**config.mk**
```make
export PLATFORM = sky130hd
export DESIGN_NAME = fault_sim_sequencer_flat
export DESIGN_NICKNAME = d
export VERILOG_FILES = /design/src/rtl/fsim_pkg.sv /design/src/rtl/fault_sim_sequencer_if.sv /design/src/rtl/fsim_pat_counter.sv /design/src/rtl/fault_sim_sequencer.sv /design/src/flat_wrapper.sv
export SDC_FILE = /design/constraint.sdc
export NUM_CORES = 1
export LEC_CHECK = 0
export ABC_CLOCK_PERIOD_IN_PS = 1800
export CAP_MARGIN = 25
export CORE_UTILIZATION = 35
export CTS_CLUSTER_SIZE = 8
export DETAILED_ROUTE_END_ITERATION = 16
export HOLD_SLACK_MARGIN = 0.03
export PLACE_DENSITY = 0.65
export SLEW_MARGIN = 10
export SYNTH_ARGS = -nofsm -noshare
export SYNTH_HDL_FRONTEND = slang
export SYNTH_SLANG_ARGS = --single-unit
```
**constraint.sdc**
```tcl
create_clock -name clk -period 1.8 [get_ports clk]
set_input_delay 0.54 -clock clk [delete_from_list [all_inputs] [get_ports clk]]
set_output_delay 0.54 -clock clk [all_outputs]
set_load 0.01 [all_outputs]
```
**src/rtl/fsim_pkg.sv**
```systemverilog
// rtl/fsim_pkg.sv - shared types and constants for the stuck-at fault-grading sequencer
// Contents:
//   DEF_*        default geometry (2-input DUT, 3 injectable nets)
//   SA0 / SA1    stuck-at values
//   fsim_state_e sequencer FSM states
//   fault_id_t   fault id layout {net_idx, sa_val}
package fsim_pkg;

  localparam int DEF_NUM_IN  = 2;
  localparam int DEF_NUM_NET = 3;
  localparam int DEF_NET_W   = 2;
  localparam int DEF_FID_W   = DEF_NET_W + 1;

  localparam logic SA0 = 1'b0;
  localparam logic SA1 = 1'b1;

  typedef enum logic [2:0] {
    S_IDLE,
    S_SETUP,
    S_APPLY,
    S_EVAL,
    S_REPORT,
    S_DONE
  } fsim_state_e;

  typedef struct packed {
    logic [DEF_NET_W-1:0] net_idx;
    logic                 sa_val;
  } fault_id_t;

endpackage

```
**src/rtl/fault_sim_sequencer_if.sv**
```systemverilog
// rtl/fault_sim_sequencer_if.sv - control, DUT-pair and result signals of the fault-grading sequencer
// Signals:
//   start/abort/busy/done       run control
//   pat_out, flt_en/net/val     drive to the good and faulty DUT copies
//   good_resp, fault_resp       DUT copy responses
//   res_valid/res_ready, res_*  per-fault result channel
//   det_count                   detected faults in the current run
// Modports: slave = sequencer, master = environment driving it.
interface fault_sim_sequencer_if
  import fsim_pkg::*;
#(
  parameter int NUM_IN = DEF_NUM_IN,
  parameter int NET_W  = DEF_NET_W,
  parameter int FID_W  = DEF_FID_W
) ();

  logic              start;
  logic              abort;
  logic              busy;
  logic              done;
  logic [NUM_IN-1:0] pat_out;
  logic              flt_en;
  logic [NET_W-1:0]  flt_net;
  logic              flt_val;
  logic              good_resp;
  logic              fault_resp;
  logic              res_valid;
  logic              res_ready;
  logic [FID_W-1:0]  res_fault_id;
  logic              res_detected;
  logic [NUM_IN-1:0] res_pattern;
  logic [FID_W:0]    det_count;

  modport slave (
    input  start, abort, good_resp, fault_resp, res_ready,
    output busy, done, pat_out, flt_en, flt_net, flt_val,
           res_valid, res_fault_id, res_detected, res_pattern, det_count
  );

  modport master (
    output start, abort, good_resp, fault_resp, res_ready,
    input  busy, done, pat_out, flt_en, flt_net, flt_val,
           res_valid, res_fault_id, res_detected, res_pattern, det_count
  );

endinterface

```
**src/rtl/fsim_pat_counter.sv**
```systemverilog
// rtl/fsim_pat_counter.sv - exhaustive input-pattern register for one fault
// Ports:
//   clk, rst_n   clock, asynchronous active-low reset
//   i_clr        load pattern 0 (has priority over i_inc)
//   i_inc        advance to the next pattern; saturates at all-ones
//   o_pat        current pattern
//   o_is_last    current pattern is all-ones
module fsim_pat_counter
  import fsim_pkg::*;
#(
  parameter int NUM_IN = DEF_NUM_IN
) (
  input  logic              clk,
  input  logic              rst_n,
  input  logic              i_clr,
  input  logic              i_inc,
  output logic [NUM_IN-1:0] o_pat,
  output logic              o_is_last
);

  logic [NUM_IN-1:0] r_pat;
  logic              w_is_last;

  assign w_is_last = &r_pat;

  // Saturating so the pattern can never wrap back to 0 within a fault.
  always_ff @(posedge clk or negedge rst_n) begin
    if (!rst_n) begin
      r_pat <= '0;
    end else if (i_clr) begin
      r_pat <= '0;
    end else if (i_inc && !w_is_last) begin
      r_pat <= r_pat + 1'b1;
    end
  end

  assign o_pat     = r_pat;
  assign o_is_last = w_is_last;

endmodule

```
**src/rtl/fault_sim_sequencer.sv**
```systemverilog
// rtl/fault_sim_sequencer.sv - stuck-at fault-grading controller for a small combinational DUT
// Ports:
//   clk    rising-edge clock
//   rst_n  asynchronous active-low reset
//   bus    fault_sim_sequencer_if.slave: run control, DUT-pair drive/response,
//          per-fault result channel and detected-fault count
// Walks fault ids 0..2*NUM_NET-1 ({net, stuck value}); for each one applies
// patterns 0..2**NUM_IN-1 until the good and faulty copies disagree, then
// reports the fault and its first detecting pattern.
module fault_sim_sequencer
  import fsim_pkg::*;
#(
  parameter int NUM_IN  = DEF_NUM_IN,
  parameter int NUM_NET = DEF_NUM_NET,
  parameter int NET_W   = DEF_NET_W,
  parameter int FID_W   = DEF_FID_W
) (
  input logic            clk,
  input logic            rst_n,
  fault_sim_sequencer_if.slave bus
);

  localparam logic [FID_W-1:0] LAST_FID = FID_W'(2 * NUM_NET - 1);

  fsim_state_e       r_state;
  fsim_state_e       w_next;

  logic [FID_W-1:0]  r_fid;
  logic              r_det;
  logic [NUM_IN-1:0] r_res_pat;
  logic [FID_W:0]    r_det_count;

  logic [NUM_IN-1:0] w_pat;
  logic              w_pat_last;
  logic              w_pat_clr;
  logic              w_pat_inc;
  logic              w_mismatch;
  logic              w_last_fault;
  logic              w_flt_en;

  assign w_mismatch   = bus.good_resp ^ bus.fault_resp;
  assign w_last_fault = (r_fid == LAST_FID);

  // Pattern restarts at 0 whenever a new fault is set up or the run ends;
  // it is left untouched while a result waits in REPORT.
  assign w_pat_clr = (w_next == S_SETUP) || (w_next == S_IDLE);
  assign w_pat_inc = (r_state == S_EVAL) && (w_next == S_APPLY);

  fsim_pat_counter #(
    .NUM_IN (NUM_IN)
  ) u_pat_counter (
    .clk       (clk),
    .rst_n     (rst_n),
    .i_clr     (w_pat_clr),
    .i_inc     (w_pat_inc),
    .o_pat     (w_pat),
    .o_is_last (w_pat_last)
  );

  // State register
  always_ff @(posedge clk or negedge rst_n) begin
    if (!rst_n) begin
      r_state <= S_IDLE;
    end else begin
      r_state <= w_next;
    end
  end

  // Next-state logic; abort overrides everything, including start in IDLE.
  always_comb begin
    w_next = r_state;
    if (bus.abort) begin
      w_next = S_IDLE;
    end else begin
      case (r_state)
        S_IDLE:   if (bus.start) w_next = S_SETUP;
        S_SETUP:  w_next = S_APPLY;
        S_APPLY:  w_next = S_EVAL;
        S_EVAL:   w_next = (w_mismatch || w_pat_last) ? S_REPORT : S_APPLY;
        S_REPORT: if (bus.res_ready) w_next = w_last_fault ? S_DONE : S_SETUP;
        S_DONE:   w_next = S_IDLE;
        default:  w_next = S_IDLE;
      endcase
    end
  end

  // Fault id, result and detection-count registers. Frozen on abort so the
  // partial det_count survives the cancelled run.
  always_ff @(posedge clk or negedge rst_n) begin
    if (!rst_n) begin
      r_fid       <= '0;
      r_det       <= 1'b0;
      r_res_pat   <= '0;
      r_det_count <= '0;
    end else if (!bus.abort) begin
      case (r_state)
        S_IDLE: begin
          if (bus.start) begin
            r_fid       <= '0;
            r_det       <= 1'b0;
            r_res_pat   <= '0;
            r_det_count <= '0;
          end
        end
        S_EVAL: begin
          if (w_mismatch) begin
            r_det       <= 1'b1;
            r_res_pat   <= w_pat;
            r_det_count <= r_det_count + 1'b1;
          end else if (w_pat_last) begin
            r_det       <= 1'b0;
            r_res_pat   <= '0;
          end
        end
        S_REPORT: begin
          if (bus.res_ready && !w_last_fault) begin
            r_fid <= r_fid + 1'b1;
          end
        end
        default: ;
      endcase
    end
  end

  assign w_flt_en = (r_state == S_SETUP) || (r_state == S_APPLY) ||
                    (r_state == S_EVAL)  || (r_state == S_REPORT);

  // Output logic
  always_comb begin
    bus.busy         = (r_state != S_IDLE);
    bus.done         = (r_state == S_DONE);
    bus.flt_en       = w_flt_en;
    // Injection target reads as 0 whenever injection is off.
    bus.flt_net      = w_flt_en ? r_fid[FID_W-1:1] : '0;
    bus.flt_val      = w_flt_en ? r_fid[0] : 1'b0;
    bus.pat_out      = w_pat;
    bus.res_valid    = (r_state == S_REPORT);
    bus.res_fault_id = r_fid;
    bus.res_detected = r_det;
    bus.res_pattern  = r_res_pat;
    bus.det_count    = r_det_count;
  end

endmodule

```
**src/flat_wrapper.sv**
```systemverilog
// flat-port wrapper written by rule: the top's interface ports become plain ports
module fault_sim_sequencer_flat import fsim_pkg::*;
#(
  parameter int NUM_IN  = DEF_NUM_IN,
  parameter int NUM_NET = DEF_NUM_NET,
  parameter int NET_W   = DEF_NET_W,
  parameter int FID_W   = DEF_FID_W
)
  (clk, rst_n, bus_start, bus_abort, bus_good_resp, bus_fault_resp, bus_res_ready, bus_busy, bus_done, bus_pat_out, bus_flt_en, bus_flt_net, bus_flt_val, bus_res_valid, bus_res_fault_id, bus_res_detected, bus_res_pattern, bus_det_count);
  fault_sim_sequencer_if #(.NUM_IN(NUM_IN), .NET_W(NET_W), .FID_W(FID_W)) bus_i ();
  input logic clk;
  input logic rst_n;
  input wire logic [$bits(bus_i.start)-1:0] bus_start;
  input wire logic [$bits(bus_i.abort)-1:0] bus_abort;
  input wire logic [$bits(bus_i.good_resp)-1:0] bus_good_resp;
  input wire logic [$bits(bus_i.fault_resp)-1:0] bus_fault_resp;
  input wire logic [$bits(bus_i.res_ready)-1:0] bus_res_ready;
  output wire logic [$bits(bus_i.busy)-1:0] bus_busy;
  output wire logic [$bits(bus_i.done)-1:0] bus_done;
  output wire logic [$bits(bus_i.pat_out)-1:0] bus_pat_out;
  output wire logic [$bits(bus_i.flt_en)-1:0] bus_flt_en;
  output wire logic [$bits(bus_i.flt_net)-1:0] bus_flt_net;
  output wire logic [$bits(bus_i.flt_val)-1:0] bus_flt_val;
  output wire logic [$bits(bus_i.res_valid)-1:0] bus_res_valid;
  output wire logic [$bits(bus_i.res_fault_id)-1:0] bus_res_fault_id;
  output wire logic [$bits(bus_i.res_detected)-1:0] bus_res_detected;
  output wire logic [$bits(bus_i.res_pattern)-1:0] bus_res_pattern;
  output wire logic [$bits(bus_i.det_count)-1:0] bus_det_count;
  assign bus_i.start = bus_start;
  assign bus_i.abort = bus_abort;
  assign bus_i.good_resp = bus_good_resp;
  assign bus_i.fault_resp = bus_fault_resp;
  assign bus_i.res_ready = bus_res_ready;
  assign bus_busy = bus_i.busy;
  assign bus_done = bus_i.done;
  assign bus_pat_out = bus_i.pat_out;
  assign bus_flt_en = bus_i.flt_en;
  assign bus_flt_net = bus_i.flt_net;
  assign bus_flt_val = bus_i.flt_val;
  assign bus_res_valid = bus_i.res_valid;
  assign bus_res_fault_id = bus_i.res_fault_id;
  assign bus_res_detected = bus_i.res_detected;
  assign bus_res_pattern = bus_i.res_pattern;
  assign bus_det_count = bus_i.det_count;
  fault_sim_sequencer #(.NUM_IN(NUM_IN), .NUM_NET(NUM_NET), .NET_W(NET_W), .FID_W(FID_W)) u_core (.clk(clk), .rst_n(rst_n), .bus(bus_i));
endmodule
```
==> results of run 1 <==
cell usage in the layout (no fill, tap or decap), types with 4 or more instances in the layout:
master / instances
nand2b_1: 4
buf_2: 5
clkdlybuf4s50_1: 16
nand2_1: 6
nand3_1: 5
buf_4: 27
dfrtp_1: 14
o21ai_1: 4
a22o_1: 5
buf_6: 6
and2_1: 5
nor2_1: 6
ha_1: 4
cell type report:
class                           instances  area [sq um]
Sequential cell                        15           377
Multi-Input combinational cell         73           520
Tap cell                               30          37.5
Clock buffer                            4          26.3
Fill cell                             228          1020
Timing Repair Buffer                   56           480
Inverter                                3          11.3
registers in the layout, summed over array words and instances (netlist names):
signal	cells
u_core.bus.res_pattern	2
u_core.bus.det_count	4
u_core.u_pat_counter.o_pat	2
u_core.bus.res_fault_id	3
u_core.bus.res_detected	1
u_core.r_state	3
final timing paths:
path / end / depth (start not counted)
worst min register to register: u_core.bus.res_detected / 1
min in group asynchronous: u_core.bus.det_count[1] / 2
worst max register to register: u_core.bus.res_pattern[1] / 7
worst min-delay path: u_core.bus.res_detected / 1
worst max-delay path: bus_busy / 3
max in group asynchronous: u_core.bus.res_fault_id[0] / 2
what timing repair did:
action | CTS | global route
endpoints found under the setup margin | 11 | 9
pin swaps | 6 | 3
resized for setup | 35 | 8
setup buffers | 9 | 4
metrics by stage:
stage          hold slack, ps  worst slack [ps]  instances
6_report                  515             -59.7        181
5_1_grt                   538              -132        181
4_1_cts                   519             -65.9        177
3_5_place_dp              494              -234        164
3_3_place_gp              484              -186        164
2_1_floorplan             244              56.7         96
worst max-delay path, cell delays in order (launching register included):
cell and delay (ps):
dfrtp_1 420, buf_6 130, or3_1 340, buf_2 140
per-layer routing:
| metal | up-vias | routed length (um) | global-route usage (%) |
|---|---|---|---|
| met5 | - | 0 | 0 |
| met4 | 0 | 19 | 6.58 |
| met3 | 2 | 68 | 3.74 |
| met2 | 11 | 1150 | 30.0 |
| met1 | 432 | 1230 | 28.3 |
| li1 | 452 | - | - |
power by group:
group / total, mW / internal (mW) / switching, mW
combinational: 0.210 / 0.114 / 0.0963
clock: 0.196 / 0.0861 / 0.110
sequential: 0.355 / 0.346 / 0.00916
logic make-up after synthesis:
family	count (synthesis)	share of synthesized area [%]
AO/OA/AOI/OAI	21	16.6
XOR/XNOR	5	4.82
adder cells (fa/ha/maj)	4	5.50
buffers and inverters	8	5.23
flip-flops	15	41.3
multiplexers	1	1.24
AND/OR/NAND/NOR	42	25.3
==> flow_summary_export.csv, run 1 <==
group,metric,value,unit
yosys,synthFlopType,"dfrtp_1",
cells_and_area,utilization,58.6,%
yosys,synth_edf_count,0,
routing,drt_pre_antenna_iters,4,
worst_setup_path,critPathKind,"flop to output port",
routing,wl,2460,um
yosys,synth_nets,107,
cells_and_area,diodes,0,
outcome,status,"finished with violations",
sta,clock_skew,0.332,ps
sta,slew_viol_final,0,
yosys,yosys.area.top_type_share,41.3,%
die,die_width,53.0,um
routing,drt_iter0_markers,8,
placement,port_buffers,25,
yosys,synth.distinct_cells,33,
worst_setup_path,crit_start,"u_core.r_state[0]",
worst_setup_path,endpoint_kind,"output port",
yosys,yosysSeqAreaShare,41.3,%
worst_setup_path,reg2reg_from,"u_core.r_state[0]",
yosys,synthArstFlopShare,100,%
global_route,grt_pass1_vias,864,
die,die_area,2810,sq um
worst_setup_path,required,1260,ps
clocking,clk-insertion-delay-late,280,ps
global_route,overflow,0,
clocking,cts.hold.buffers_added,0,
sta,fin_crit,1860,ps
sta,rsz0062_at_grt,"yes",
routing,vias,897,
clocking,cts_sinks,15,
yosys,synth.avg_cell_area,9.48,sq um
sta,tightest_slew,261,ps
worst_setup_path,r2r_slack,80,ps
hold_path,worst_hold_startpoint,"u_core.bus.res_detected",
worst_setup_path,cp_max_fo,2,
job,drv_cap,0,
sta,fmax,0.538,GHz
die,die_h,53.0,um
yosys,syn-instance-count,96,
worst_setup_path,cp_data_arrival_time,1320,ps
sta,fin_ws,-59.7,ps
clocking,cts_root_buffer,"clkbuf_4",
yosys,synthTopCellsByCount,"15 x dfrtp_1, 7 x nor2_1, 6 x and2_1, 6 x nand2_1",
die,core_area,2480,sq um
die,rows,18,
sta,slew_headroom,82.3,%
cells_and_area,final_cell_area,1450,sq um
sta,period_share,103,%
cells_and_area,drive_gt1_share,33.1,%
yosys,synth_most_common_cell,"dfrtp_1",
global_route,antenna_found_initial,0,
worst_setup_path,start_kind,"flop",
cells_and_area,synthToLayoutAreaGrowth,59.7,%
placement,place_area,1300,sq um
power,ir_worst_vdd,0.322,mV
outcome,violations,"setup timing",
power,power,0.761,mW
sta,setup_viol,5,
yosys,syn_area,910,sq um
routing,detail_route.drc_violations,0,
clocking,clock_path_buffers,2,
clocking,clkTransAtPathRegs,90,ps
sta,finalHoldViolations,0,
placement,gp_congestion,0.767,
global_route,grt_usage,19.9,%
die,start_util,36.7,%
routing,viasPerCell,4.96,
clocking,cts_made_buffers,3,
routing,wl_per_cell,13.6,um
yosys,ys_ff_latch,15,
hold_path,hp-class,"flop to flop",
sta,finalSetupTns,-220,ps
clocking,htree_num_levels,1,
power,p_per_area,524,nW/um^2
yosys,ys_warn_count,0,
clocking,cts_tree,"yes",
cells_and_area,nets,163,
yosys,yosys-top-cells-area,"dfrtp_1 41%, ha_1 5.5%, a22o_1 4.8%",
yosys,synth_area_leader_cell,"dfrtp_1",
die,ios,26,
placement,dpl.hpwl,1670,um
routing,ant_nets,0,
global_route,grt_max_degree,16,
power,p_leak,0.739,nW
global_route,grt_first_pass_wirelength,3980,um
No activity file was read; power rests on OpenSTA's default activity.
==> inputs of run 2 (changes only) <==
--- a/config.mk
+++ b/config.mk
@@ -16,3 +16,4 @@
 export SYNTH_ARGS = -nofsm -noshare
 export SYNTH_HDL_FRONTEND = slang
 export SYNTH_SLANG_ARGS = --single-unit
+export TNS_END_PERCENT = 100
==> results of run 2 <==
No change in the layout: final DEF, timing and power equal those of run 1.
==> inputs of run 3 (changes only) <==
--- a/config.mk
+++ b/config.mk
@@ -5,13 +5,13 @@
 export SDC_FILE = /design/constraint.sdc
 export NUM_CORES = 1
 export LEC_CHECK = 0
-export ABC_CLOCK_PERIOD_IN_PS = 1800
-export CAP_MARGIN = 25
+export ABC_CLOCK_PERIOD_IN_PS = 2000
+export CAP_MARGIN = 10
 export CORE_UTILIZATION = 35
 export CTS_CLUSTER_SIZE = 8
 export DETAILED_ROUTE_END_ITERATION = 16
 export HOLD_SLACK_MARGIN = 0.03
-export PLACE_DENSITY = 0.65
+export PLACE_DENSITY_LB_ADDON = 0.12
 export SLEW_MARGIN = 10
 export SYNTH_ARGS = -nofsm -noshare
 export SYNTH_HDL_FRONTEND = slang
==> constraint.sdc (replaced) <==
create_clock -name clk -period 2 [get_ports clk]
set_input_delay 0.6 -clock clk [delete_from_list [all_inputs] [get_ports clk]]
set_output_delay 0.6 -clock clk [all_outputs]
set_load 0.01 [all_outputs]
==> run 3 against run 2 <==
The flow now finishes without violations. Sequential share of layout area grew 1.9 points. Cell count shrank 5.0%. Register-to-register slack improved by 180 ps. Worst hold slack lost 26 ps. Power decreased by 12%. Wire length shrank 11%. First-iteration DRC count fell by 13%. Die area unchanged. Critical path type unchanged. Critical endpoint unchanged.
==> flow_summary_export.csv, run 3 (synthesized netlist as in run 1, its figures left out) <==
group,metric,value,unit
outcome,status,"finished clean",
power,power,0.667,mW
worst_setup_path,crit_start,"u_core.r_state[1]",
routing,drt_pre_antenna_iters,4,
routing,met3_length,56,um
worst_setup_path,crit_buf_inv,2,
power,p_int,0.477,mW
power,p_seq_share,48.1,%
sta,slew_headroom,82.7,%
sta,whs,489,ps
routing,drt-met1-wl,1090,um
sta,finalHoldViolations,0,
routing,ant_nets,0,
routing,met2_length,1030,um
clocking,cts_root_buffer,"clkbuf_4",
power,clockPowerShare,26.8,%
cells_and_area,nets,154,
cells_and_area,diodes,0,
sta,fin_ws,39.6,ps
worst_setup_path,r2r_slack,260,ps
worst_setup_path,reg2reg_depth,6,
cells_and_area,synthToLayoutAreaGrowth,48.4,%
power,swShare,28.6,%
routing,viasPerCell,5.08,
global_route,grt_usage,18.2,%
worst_setup_path,endpoint_kind,"output port",
clocking,cts_tree,"yes",
worst_setup_path,slowest_delay,430,ps
sta,tightest_slew,256,ps
worst_setup_path,critPathSlowestCell,"dfrtp_1",
worst_setup_path,required,1400,ps
cells_and_area,utilization,54.5,%
worst_setup_path,r2r-end,"u_core.bus.det_count[0]",
placement,dpl_worst_slack,-63.6,ps
worst_setup_path,worstSetupPathDepth,3,
clocking,htree_num_levels,1,
power,power_frac_comb,25.1,%
global_route,grt_first_pass_wirelength,3710,um
hold_path,hp-class,"flop to flop",
routing,wl_per_cell,12.8,um
sta,slew_viol_final,0,
sta,fmax,0.510,GHz
sta,fin_crit,1960,ps
power,ir_worst_vdd,0.316,mV
power,p_per_area,494,nW/um^2
die,core_area,2480,sq um
placement,gp_congestion,0.816,
worst_setup_path,start_kind,"flop",
die,rows,18,
die,die_width,53.0,um
worst_setup_path,crit_path_cell_trace,"buf_6, or3_1, buf_2",
clocking,clock_path_buffers,2,
cells_and_area,final_common_cell,"buf_4",
worst_setup_path,cp_max_fo,6,
placement,dpl.hpwl,1610,um
die,start_util,36.7,%
sta,setup_viol,0,
routing,dr.max_layer_used,"met4",
clocking,clkTransAtPathRegs,100,ps
die,ios,26,
power,p_leak,0.653,nW
cells_and_area,largest_reg_flops,4,
routing,detail_route.drc_violations,0,
worst_setup_path,reg2reg_from,"u_core.r_state[2]",
placement,port_buffers,25,
routing,wl,2200,um
sta,rsz0062_at_grt,"yes",
die,die_area,2810,sq um
clocking,cts_sinks,15,
worst_setup_path,cp_data_arrival_time,1360,ps
clocking,cts.hold.buffers_added,0,
placement,place_area,1300,sq um
cells_and_area,final_cell_area,1350,sq um
die,die_h,53.0,um
global_route,antenna_found_initial,0,
sta,clock_skew,1.44,ps
job,drv_cap,0,
routing,vias,873,
global_route,grt_pass1_vias,862,
cells_and_area,final_cell_mix,"20 x buf_4, 18 x clkdlybuf4s50_1, 15 x dfrtp_1",
global_route,grt_max_degree,16,
sta,period_share,98.0,%
clocking,cts_made_buffers,3,
cells_and_area,drive_gt1_share,26.1,%
worst_setup_path,critPathKind,"flop to output port",
global_route,overflow,0,
power,p_sw,0.190,mW
worst_setup_path,setup.worst_path.end,"bus_busy",
routing,drt_iter0_markers,7,
clocking,clk-insertion-delay-late,280,ps
worst_setup_path,crit_family,"flip-flops",
run 3: cell type report:
| class | count | area [sq um] |
|---|---|---|
| flip-flops and latches | 15 | 375 |
| inverters | 3 | 11.3 |
| fillers | 255 | 1130 |
| clock buffers | 3 | 22.5 |
| repair buffers | 47 | 397 |
| clock inverters | 1 | 5.00 |
| multi-input cells | 73 | 502 |
| well taps | 30 | 37.5 |
run 3: power by group through the flow:
stage	logic (mW)	registers (mW)	clock network [mW]
2_1_floorplan	0.0689	0.324	0
3_3_place_gp	0.158	0.324	0
3_5_place_dp	0.159	0.324	0
4_1_cts	0.160	0.320	0.186
5_1_grt	0.187	0.322	0.200
6_report	0.167	0.321	0.179
run 3: worst min-delay path by stage:
stage | to | from | cells past startpoint
6_report | u_core.bus.res_detected | u_core.bus.res_detected | 1
4_1_cts | u_core.bus.res_detected | u_core.bus.res_detected | 1
3_3_place_gp | u_core.bus.res_detected | u_core.bus.res_detected | 1
2_1_floorplan | u_core.bus.det_count[0] | rst_n | 0
3_5_place_dp | u_core.bus.res_detected | u_core.bus.res_detected | 1
5_1_grt | u_core.bus.res_detected | u_core.bus.res_detected | 1
run 3: routing by layer:
layer  global-route usage [%]  vias up
li1                         -      436
met1                     25.0      423
met2                     28.7       12
met3                     2.59        2
met4                     7.02        0
met5                        0        -
run 3: worst reg2reg max path: stages (launching register included):
cell and delay (ps):
dfrtp_1 440, buf_4 160, buf_4 160, and4bb_1 270, and2_1 260, nor2_2 80
mux2_2 270
run 3: through the flow:
stage,instances,setup TNS (ps)
finish,172,0
global route,172,-20.9
CTS,169,0
detailed placement,165,-239
global placement,165,-160
floorplan,96,0
run 3: timing repair:
action | in CTS | in global routing
setup buffers | 0 | 3
pin swaps | 0 | 2
resized for setup | 19 | 6
setup endpoints to repair | 7 | 6
